`config.mk`:
```
export PLATFORM = sky130hd
export DESIGN_NAME = game_vga_timing
export DESIGN_NICKNAME = d
export VERILOG_FILES = /design/src/rtl/pacman_pkg.sv /design/src/rtl/scale_stepper.sv /design/src/rtl/game_vga_timing.sv
export SDC_FILE = /design/constraint.sdc
export NUM_CORES = 1
export LEC_CHECK = 0
export CAP_MARGIN = 20
export CELL_PAD_IN_SITES_DETAIL_PLACEMENT = 1
export CELL_PAD_IN_SITES_GLOBAL_PLACEMENT = 1
export CORE_ASPECT_RATIO = 1.5
export CORE_UTILIZATION = 25
export DETAILED_ROUTE_END_ITERATION = 10
export PLACE_DENSITY = 0.5
export SYNTH_ARGS = -nofsm -noshare
export SYNTH_HDL_FRONTEND = slang
export SYNTH_SLANG_ARGS = --single-unit
```
`constraint.sdc`:
```
create_clock -name clk -period 2.9 [get_ports clk]
set_input_delay 0.435 -clock clk [delete_from_list [all_inputs] [get_ports clk]]
set_output_delay 0.435 -clock clk [all_outputs]
set_load 0.03 [all_outputs]
```
`src/rtl/pacman_pkg.sv`:
```
// Shared constants and coordinate types for the pacman video path.
// Holds the game-map size, the 640x480@60 raster timing and the scaled window length helper.
package pacman_pkg;

  localparam int H_MAP_WIDTH  = 224;
  localparam int V_MAP_HEIGHT = 288;

  localparam int H_ACTIVE = 640;
  localparam int H_FP     = 16;
  localparam int H_SYNC   = 96;
  localparam int H_BP     = 48;
  localparam int V_ACTIVE = 480;
  localparam int V_FP     = 10;
  localparam int V_SYNC   = 2;
  localparam int V_BP     = 33;

  typedef logic [7:0] game_x_t;
  typedef logic [8:0] game_y_t;

  // Physical pixels needed to cover map_len game pixels at num/den game pixels per physical pixel.
  function automatic int scaled_len(int map_len, int num, int den);
    return (map_len * den + num - 1) / num;
  endfunction

endpackage

```
`src/rtl/scale_stepper.sv`:
```
// Fractional num/den coordinate stepper for one screen axis.
// State describes the current raster position; 'start' loads index 0 and 'en' gates every update.
module scale_stepper #(
  parameter int NUM            = 3,
  parameter int DEN            = 5,
  parameter int WIN_LEN        = 374,
  parameter int CW             = 8,
  parameter bit START_ON_RESET = 1'b0
) (
  input  logic          clk,
  input  logic          rst,
  input  logic          en,
  input  logic          start,
  output logic [CW-1:0] coord,
  output logic          stb,
  output logic          active
);

  localparam int AW = $clog2(DEN + NUM + 1);
  localparam int IW = $clog2(WIN_LEN + 1);

  logic [AW-1:0] acc;
  logic [AW-1:0] sum;
  logic [IW-1:0] idx;
  logic          last;

  assign sum  = acc + AW'(NUM);
  assign last = (idx == IW'(WIN_LEN - 1));

  // NOTE: registered state uses non-blocking assignments so every flop samples pre-edge values.
  always_ff @(posedge clk) begin
    if (rst) begin
      // A window that starts at raster position 0 is already open when the counters sit at reset.
      acc    <= '0;
      idx    <= '0;
      coord  <= '0;
      stb    <= START_ON_RESET;
      active <= START_ON_RESET;
    end else if (en) begin
      if (start) begin
        acc    <= '0;
        idx    <= '0;
        coord  <= '0;
        stb    <= 1'b1;
        active <= 1'b1;
      end else if (active && !last) begin
        idx <= idx + IW'(1);
        if (sum >= AW'(DEN)) begin
          acc   <= sum - AW'(DEN);
          coord <= coord + CW'(1);
          stb   <= 1'b1;
        end else begin
          acc <= sum;
          stb <= 1'b0;
        end
      end else begin
        acc    <= '0;
        idx    <= '0;
        coord  <= '0;
        stb    <= 1'b0;
        active <= 1'b0;
      end
    end
  end

endmodule

```
`src/rtl/game_vga_timing.sv`:
```
// VGA raster generator producing game-map coordinates and strobes for pacman_game.
// Every output is registered one cycle behind the (hx,vy) counters it describes.
module game_vga_timing #(
  parameter int H_ACTIVE     = pacman_pkg::H_ACTIVE,
  parameter int H_FP         = pacman_pkg::H_FP,
  parameter int H_SYNC       = pacman_pkg::H_SYNC,
  parameter int H_BP         = pacman_pkg::H_BP,
  parameter int V_ACTIVE     = pacman_pkg::V_ACTIVE,
  parameter int V_FP         = pacman_pkg::V_FP,
  parameter int V_SYNC       = pacman_pkg::V_SYNC,
  parameter int V_BP         = pacman_pkg::V_BP,
  parameter int H_MAP_WIDTH  = pacman_pkg::H_MAP_WIDTH,
  parameter int V_MAP_HEIGHT = pacman_pkg::V_MAP_HEIGHT,
  parameter int SCALE_NUM    = 3,
  parameter int SCALE_DEN    = 5,
  parameter int H_OFFSET     = 133,
  parameter int V_OFFSET     = 0,
  parameter bit SYNC_POL     = 1'b0
) (
  input  logic                clk,
  input  logic                rst,
  output logic                hsync,
  output logic                vsync,
  output logic                video_active,
  output logic                display_enabled,
  output pacman_pkg::game_x_t sx,
  output pacman_pkg::game_y_t sy,
  output logic                game_pix_stb,
  output logic                frame_stb
);

  localparam int H_TOTAL  = H_ACTIVE + H_FP + H_SYNC + H_BP;
  localparam int V_TOTAL  = V_ACTIVE + V_FP + V_SYNC + V_BP;
  localparam int HS_START = H_ACTIVE + H_FP;
  localparam int VS_START = V_ACTIVE + V_FP;
  localparam int H_WIN    = pacman_pkg::scaled_len(H_MAP_WIDTH, SCALE_NUM, SCALE_DEN);
  localparam int V_WIN    = pacman_pkg::scaled_len(V_MAP_HEIGHT, SCALE_NUM, SCALE_DEN);
  localparam int HW       = $clog2(H_TOTAL);
  localparam int VW       = $clog2(V_TOTAL);

  if (SCALE_NUM > SCALE_DEN) begin : g_bad_scale
    $fatal(1, "game_vga_timing: SCALE_NUM must not exceed SCALE_DEN");
  end
  if (H_OFFSET + H_WIN > H_ACTIVE) begin : g_bad_h_window
    $fatal(1, "game_vga_timing: horizontal game window exceeds the active line");
  end
  if (V_OFFSET + V_WIN > V_ACTIVE) begin : g_bad_v_window
    $fatal(1, "game_vga_timing: vertical game window exceeds the active frame");
  end

  logic [HW-1:0]       hx, hx_next;
  logic [VW-1:0]       vy, vy_next;
  logic                line_end;
  pacman_pkg::game_x_t gx;
  pacman_pkg::game_y_t gy;
  logic                h_stb, h_win, v_stb, v_win;

  // NOTE: every always_comb output gets a default first so no path can infer a latch.
  always_comb begin
    line_end = (hx == HW'(H_TOTAL - 1));
    hx_next  = line_end ? '0 : hx + HW'(1);
    vy_next  = vy;
    if (line_end) vy_next = (vy == VW'(V_TOTAL - 1)) ? '0 : vy + VW'(1);
  end

  always_ff @(posedge clk) begin
    if (rst) begin
      hx <= '0;
      vy <= '0;
    end else begin
      hx <= hx_next;
      vy <= vy_next;
    end
  end

  // Steppers look one position ahead so their state matches the counters after each edge.
  scale_stepper #(
    .NUM(SCALE_NUM), .DEN(SCALE_DEN), .WIN_LEN(H_WIN),
    .CW($bits(pacman_pkg::game_x_t)), .START_ON_RESET(H_OFFSET == 0)
  ) u_h_stepper (
    .clk(clk), .rst(rst), .en(1'b1), .start(hx_next == HW'(H_OFFSET)),
    .coord(gx), .stb(h_stb), .active(h_win)
  );

  scale_stepper #(
    .NUM(SCALE_NUM), .DEN(SCALE_DEN), .WIN_LEN(V_WIN),
    .CW($bits(pacman_pkg::game_y_t)), .START_ON_RESET(V_OFFSET == 0)
  ) u_v_stepper (
    .clk(clk), .rst(rst), .en(line_end), .start(vy_next == VW'(V_OFFSET)),
    .coord(gy), .stb(v_stb), .active(v_win)
  );

  always_ff @(posedge clk) begin
    if (rst) begin
      hsync           <= ~SYNC_POL;
      vsync           <= ~SYNC_POL;
      video_active    <= 1'b0;
      display_enabled <= 1'b0;
      sx              <= '0;
      sy              <= '0;
      game_pix_stb    <= 1'b0;
      frame_stb       <= 1'b0;
    end else begin
      hsync           <= (hx >= HW'(HS_START) && hx < HW'(HS_START + H_SYNC)) ? SYNC_POL : ~SYNC_POL;
      vsync           <= (vy >= VW'(VS_START) && vy < VW'(VS_START + V_SYNC)) ? SYNC_POL : ~SYNC_POL;
      video_active    <= (hx < HW'(H_ACTIVE)) && (vy < VW'(V_ACTIVE));
      display_enabled <= h_win && v_win;
      sx              <= gx;
      sy              <= gy;
      game_pix_stb    <= h_stb && v_win;
      // The first game row is the only one whose row strobe coincides with coordinate zero.
      frame_stb       <= h_stb && v_stb && v_win && (gx == '0) && (gy == '0);
    end
  end

endmodule

```
==> out/qor.yml, run 1 <==
grt_pass1_wl_um: 18100
cts_tree: "built"
clk_latency_ps: 340
ys.flop_type: "dfxtp_1"
min_period_over_period_pct: 92.8
floorplan.initialDensity_pct: 25.7
row_count: 57
avgSynthCellArea_um2: 8.47
drt_iter0_markers: 69
slowest_stage: "or4_1"
syn_area_um2: 4190
cap_violations: 0
dr.pass1.iters: 6
synth_warnings: 0
drc: 0
syn2layout_area_growth_pct: 20.9
fin_skew_ps: 10.1
io_buffers: 24
ys_seq_area_share_pct: 43.0
cp_common_cell: "buf_4"
hp-class: "reg2reg"
cts_hold_repair.buffers: 0
drv_slew: 0
pwr-share-clk_pct: 48.8
wl_um: 10800
grt_overflow: 0
ys_ff_latch: 90
fmax_ghz: 0.371
power_uw: 2510
h-tree-depth: 3
setup.worst_path.end_class: "register"
slowest_delay_ps: 550
crit_path_cell_trace: "ha_1 > and3_2 > nand3_2 > or4_1 > a222oi_1 > buf_4 > a21oi_1 > a31oi_2 > buf_4 > a31oi_1"
synth_cell_type_count: 55
status: "complete, no violations"
clk_pin_slew_ps: 70
async_flop_share_pct: 0
pwr-share-seq_pct: 49.6
synth_edf_count: 0
routed_via_density: 4.73
crit_buf_inv: 2
avgRoutedWirePerCell_um: 14.6
cp_top_family: "simple AND/OR/NAND/NOR gates"
synthCells: 494
critPathKind: "reg2reg"
p_per_area_nw_per_um2: 495
cp.required_ps: 3120
nNetsFinal: 549
finalHoldViolCount: 0
grt_usage_pct: 13.3
gp_congestion: 0.778
clockRootBuffer: "clkbuf_16"
antenna_found_initial: 0
period_needed_ps: 2690
ant_nets: 0
synthesis.nets: 515
critPathMaxFanout: 9
rr_startpoint: "hx[1]$_SDFF_PP0_"
startpoint_type: "register"
fp.coreArea_um2: 16300
dieArea_um2: 17300
arrival_ps: 2910
setup_viol: 0
io_pins: 25
rsz0062_at_grt: "false"
p_sw_uw: 555
grt_max_degree: 20
min_from: "hx[0]$_SDFF_PP0_"
nFillCells: 1966
max_slew_margin_pct: 75.2
intPower_uw: 1950
cts_buffers: 9
die_w_um: 108
grt_pass1_vias: 3657
combPwrFrac_pct: 1.6
swShare_pct: 22.1
peakVddDrop_mv: 0.237
hpwl_um: 7910
setup-tns-final_ps: 0
vias: 3496
drive_gt1_share_pct: 9.19
insertedDiodeCount: 0
worstMarginPinSlew_ps: 371
cts_buffer_depth: 2
power.leakage_uw: 0.00186
dieHeight_um: 160
crit_start: "hx[1]$_SDFF_PP0_"
clock-sinks: 90
==> power by group through the flow <==
stage	Clock [µW]	Combinational [µW]	Sequential, µW
3_3_place_gp	0	41.5	1270
4_1_cts	1280	41.8	1240
5_1_grt	1320	45.2	1240
2_1_floorplan	0	23.0	1270
6_report	1220	40.1	1240
3_5_place_dp	0	41.3	1270
==> metal layers <==
layer	up-vias	wire length [µm]	GRT usage, %	part of all wire (%)
met5	-	0	0	0
met3	14	273	2.35	2.5
met1	1689	4600	14.9	43
met4	0	198	5.48	1.8
met2	35	5720	24.2	53
li1	1758	-	-	-
==> final timing paths <==
path / cells past startpoint / endpoint / slack [ps]
max: 10 / u_v_stepper.coord[3]$_SDFFE_PP0P_ / 210
max reg2reg: 10 / u_v_stepper.coord[3]$_SDFFE_PP0P_ / 210
min: 1 / hx[0]$_SDFF_PP0_ / 460
min reg2reg: 1 / hx[0]$_SDFF_PP0_ / 460
==> sequential cells by signal (all words and copies together) (netlist names), 4 cells and up <==
name	flops
hx	10
vy	10
u_h_stepper.idx	9
sy	9
u_v_stepper.acc	4
u_v_stepper.coord	9
u_h_stepper.coord	8
u_h_stepper.acc	4
u_v_stepper.idx	9
sx	8
==> repair_timing <==
item                       in CTS  in global routing
buffers inserted                1                  1
setup endpoints to repair       3                 12
resized for setup               0                  7
pin swaps                       1                  1
==> stage by stage <==
stage	setup WS [ps]	utilization, %	instances	area, µm²	hold slack [ps]
after floorplan	84.8	-	494	4190	436
after global placement	26.9	29.0	721	4720	456
after detailed placement	16.6	29.0	721	4720	476
after CTS	130	31.0	738	5040	488
after global routing	5.72	31.1	739	5060	466
final	208	31.1	739	5060	459
==> cell type report <==
cell class                      count  area, µm²  share of cell area (%)
Tap cell                          206        258                    5.09
Inverter                           31        116                    2.30
Clock inverter                      6       71.3                    1.41
Multi-Input combinational cell    353       2190                    43.2
Sequential cell                    90       1810                    35.7
Timing Repair Buffer               43        383                    7.56
Clock buffer                       10        239                    4.72
==> cell families (layout without fill, tap and decap cells) <==
group,after synthesis,after routing,synth area share (%)
AND/OR/NAND/NOR,217,217,25.6
flip-flops,90,90,43.0
AO/OA/AOI/OAI,71,71,11.0
buffers and inverters,51,90,4.93
XOR/XNOR,42,42,8.79
adder cells (fa/ha/maj),19,19,5.68
multiplexers,4,4,0.986
==> cells in the mapped netlist (4+ instances only) <==
master / n / area, µm²
or3_1: 5 / 31.3
dfxtp_1: 90 / 1800
buf_2: 4 / 20.0
nor3_1: 12 / 60.1
a31oi_1: 5 / 31.3
o21ai_0: 25 / 125
xor2_1: 23 / 201
nor2b_1: 10 / 62.6
xnor2_1: 19 / 166
nor2_1: 79 / 297
nand2_1: 33 / 124
inv_1: 31 / 116
nor4_1: 6 / 37.5
and3_1: 13 / 81.3
ha_1: 19 / 238
nand4_1: 12 / 75.1
nand3_1: 25 / 125
a21oi_1: 12 / 60.1
clkbuf_1: 13 / 48.8
==> placed cells by master (no fill, tap or decap), drive strengths merged, types with 6 or more instances in the layout <==
master / Yosys / final
buf: 5 / 19
nand2: 33 / 33
nor3: 12 / 12
clkbuf: 15 / 10
xnor2: 19 / 19
nor2b: 10 / 10
and3: 13 / 13
ha: 19 / 19
nand3: 26 / 26
xor2: 23 / 23
inv: 31 / 33
a31oi: 6 / 6
clkdlybuf4s50: 0 / 24
nor4: 6 / 6
nand4: 12 / 12
o21ai: 27 / 27
dfxtp: 90 / 90
nor2: 79 / 79
a21oi: 12 / 12
No activity file was read; power rests on OpenSTA's default activity.
==> run 2: changes to the inputs <==
--- a/config.mk
+++ b/config.mk
@@ -9,9 +9,10 @@
 export CELL_PAD_IN_SITES_DETAIL_PLACEMENT = 1
 export CELL_PAD_IN_SITES_GLOBAL_PLACEMENT = 1
 export CORE_ASPECT_RATIO = 1.5
-export CORE_UTILIZATION = 25
+export CORE_MARGIN = 2
+export CORE_UTILIZATION = 41
 export DETAILED_ROUTE_END_ITERATION = 10
-export PLACE_DENSITY = 0.5
+export PLACE_DENSITY = 0.75
 export SYNTH_ARGS = -nofsm -noshare
 export SYNTH_HDL_FRONTEND = slang
 export SYNTH_SLANG_ARGS = --single-unit
==> run 2 against run 1 <==
Effect of this change: worst hold slack gained 2.0 ps; critical path depth is the same; maximum frequency shrank 1.5%; count of clock-buffer cells in the layout shrank 1; clock skew shrank 3.1 ps; critical endpoint is now u_v_stepper.coord[6]$_SDFFE_PP0P_; largest cell class unchanged; highest routed layer unchanged.
==> out/qor.yml, run 2 (synthesis gave the netlist of run 1 again) <==
status: "complete, no violations"
clock-sinks: 90
reg.largest.list: "hx: 10 flops, vy: 10 flops"
peakVddDrop_mv: 0.346
grt_pass1_vias: 3748
hold_path_depth: 1
cts_hold_repair.buffers: 0
place_worst_setup_slack_ps: 69.0
nNetsFinal: 543
die_w_um: 86.5
fmax_ghz: 0.366
vias: 3501
wl_um: 10200
drt_iter0_markers: 144
grt_overflow: 0
ant_nets: 0
row_count: 45
grt_pass1_wl_um: 17700
crit_path_cell_trace: "ha_2 > and3_1 > nand3_2 > or4_1 > a222oi_1 > buf_4 > a21oi_1 > a31oi_2 > buf_4 > o21ai_0"
max_slew_margin_pct: 44.8
avgRoutedWirePerCell_um: 15.9
cp_common_cell: "buf_4"
fp.coreArea_um2: 10000
syn2layout_area_growth_pct: 16.4
setup-tns-final_ps: 0
min_period_over_period_pct: 94.2
rr_worst_depth: 10
routed_via_density: 5.44
p_per_area_nw_per_um2: 491
critPathKind: "reg2reg"
clk_pin_slew_ps: 70
drc: 0
critPathMaxFanout: 9
nFillCells: 1205
dieHeight_um: 128
setup_viol: 0
fin_skew_ps: 7.02
layout_common_cells: "dfxtp_1, nor2_1, nand2_1, inv_1"
final-seq-area_um2: 1800
setup.worst_path.end_class: "register"
cts_buffers: 9
drv_slew: 0
gp_congestion: 0.859
floorplan.initialDensity_pct: 41.8
cts_tree: "built"
cap_violations: 0
cp.required_ps: 3110
arrival_ps: 2940
hpwl_um: 7390
final_common_cell: "dfxtp_1"
period_needed_ps: 2730
setup_ws_ps: 167
dr.pass1.iters: 4
h-tree-depth: 3
startpoint_type: "register"
cp.depth: 10
insertedDiodeCount: 0
antenna_found_initial: 0
hold-worst-slack_ps: 461
power_uw: 2400
worstMarginPinSlew_ps: 817
drive_gt1_share_pct: 7.97
rsz0062_at_grt: "false"
grt_max_degree: 24
multi_input_area_um2: 2190
clockRootBuffer: "clkbuf_16"
hp-class: "reg2reg"
post-route-util_pct: 48.6
power.leakage_uw: 0.00181
slowest_delay_ps: 530
clk_latency_ps: 350
io_pins: 25
grt_usage_pct: 20.2
cp_top_family: "simple AND/OR/NAND/NOR gates"
slowest_stage: "or4_1"
io_buffers: 24
cts_buffer_depth: 2
dieArea_um2: 11100
finalHoldViolCount: 0
crit_buf_inv: 2
-- run 2: cell count changes in the layout (fill, tap and decap cells not counted) --
cell / previous run / this run
buf_4: 19 / 13
bufinv_16: 1 / 0
clkbuf_8: 1 / 0
clkinv_4: 1 / 2
dfxtp_1: 87 / 88
dfxtp_2: 3 / 2
ha_1: 18 / 17
ha_2: 1 / 2
inv_6: 2 / 3
o31ai_1: 1 / 2
o31ai_2: 1 / 0
-- run 2: metal layers --
layer	up-vias	global-route usage [%]	wire (µm)
met1	1697	21.8	4110
met3	20	3.93	280
met4	0	10.2	295
li1	1743	-	-
met5	-	0	0
met2	41	36.8	5530
-- run 2: metrics by stage --
step / cell area, µm² / cells
floorplan: 4190 / 494
global placement: 4570 / 627
detailed placement: 4570 / 627
CTS: 4860 / 644
global route: 4870 / 644
finish: 4870 / 644
-- run 2: timing repair --
item,in CTS,in global routing
setup endpoints to repair,8,12
resized for setup,0,6
pin swaps,1,0
setup buffers,1,0
-- run 2: layout make-up --
cell class                 count  share of cell area (%)
multi-input combinational    353                    44.8
timing repair buffer          37                    6.93
inverter                      31                    2.39
clock buffer                   9                    4.62
tap                          117                    3.00
clock inverter                 7                    1.21
sequential                    90                    37.0
-- run 2: worst register-to-register path, cell delays in order, from the launching register on --
cell and delay, ps:
dfxtp_1 380, ha_2 230, and3_1 240, nand3_2 90, or4_1 530, a222oi_1 290
buf_4 180, a21oi_1 120, a31oi_2 240, buf_4 180, o21ai_0 120
-- run 2: path summary, 6_finish.rpt --
path	endpoint	slack [ps]	startpoint
max	u_v_stepper.coord[6]$_SDFFE_PP0P_	170	hx[1]$_SDFF_PP0_
min reg2reg	hx[0]$_SDFF_PP0_	460	hx[0]$_SDFF_PP0_
min	hx[0]$_SDFF_PP0_	460	hx[0]$_SDFF_PP0_
max reg2reg	u_v_stepper.coord[6]$_SDFFE_PP0P_	170	hx[1]$_SDFF_PP0_
-- run 2: where the power goes --
part           internal, µW  switching [µW]  total (µW)
clock                   593             519        1110
combinational          13.2            26.0        39.2
sequential             1240            4.52        1240
total                  1850             550        2400
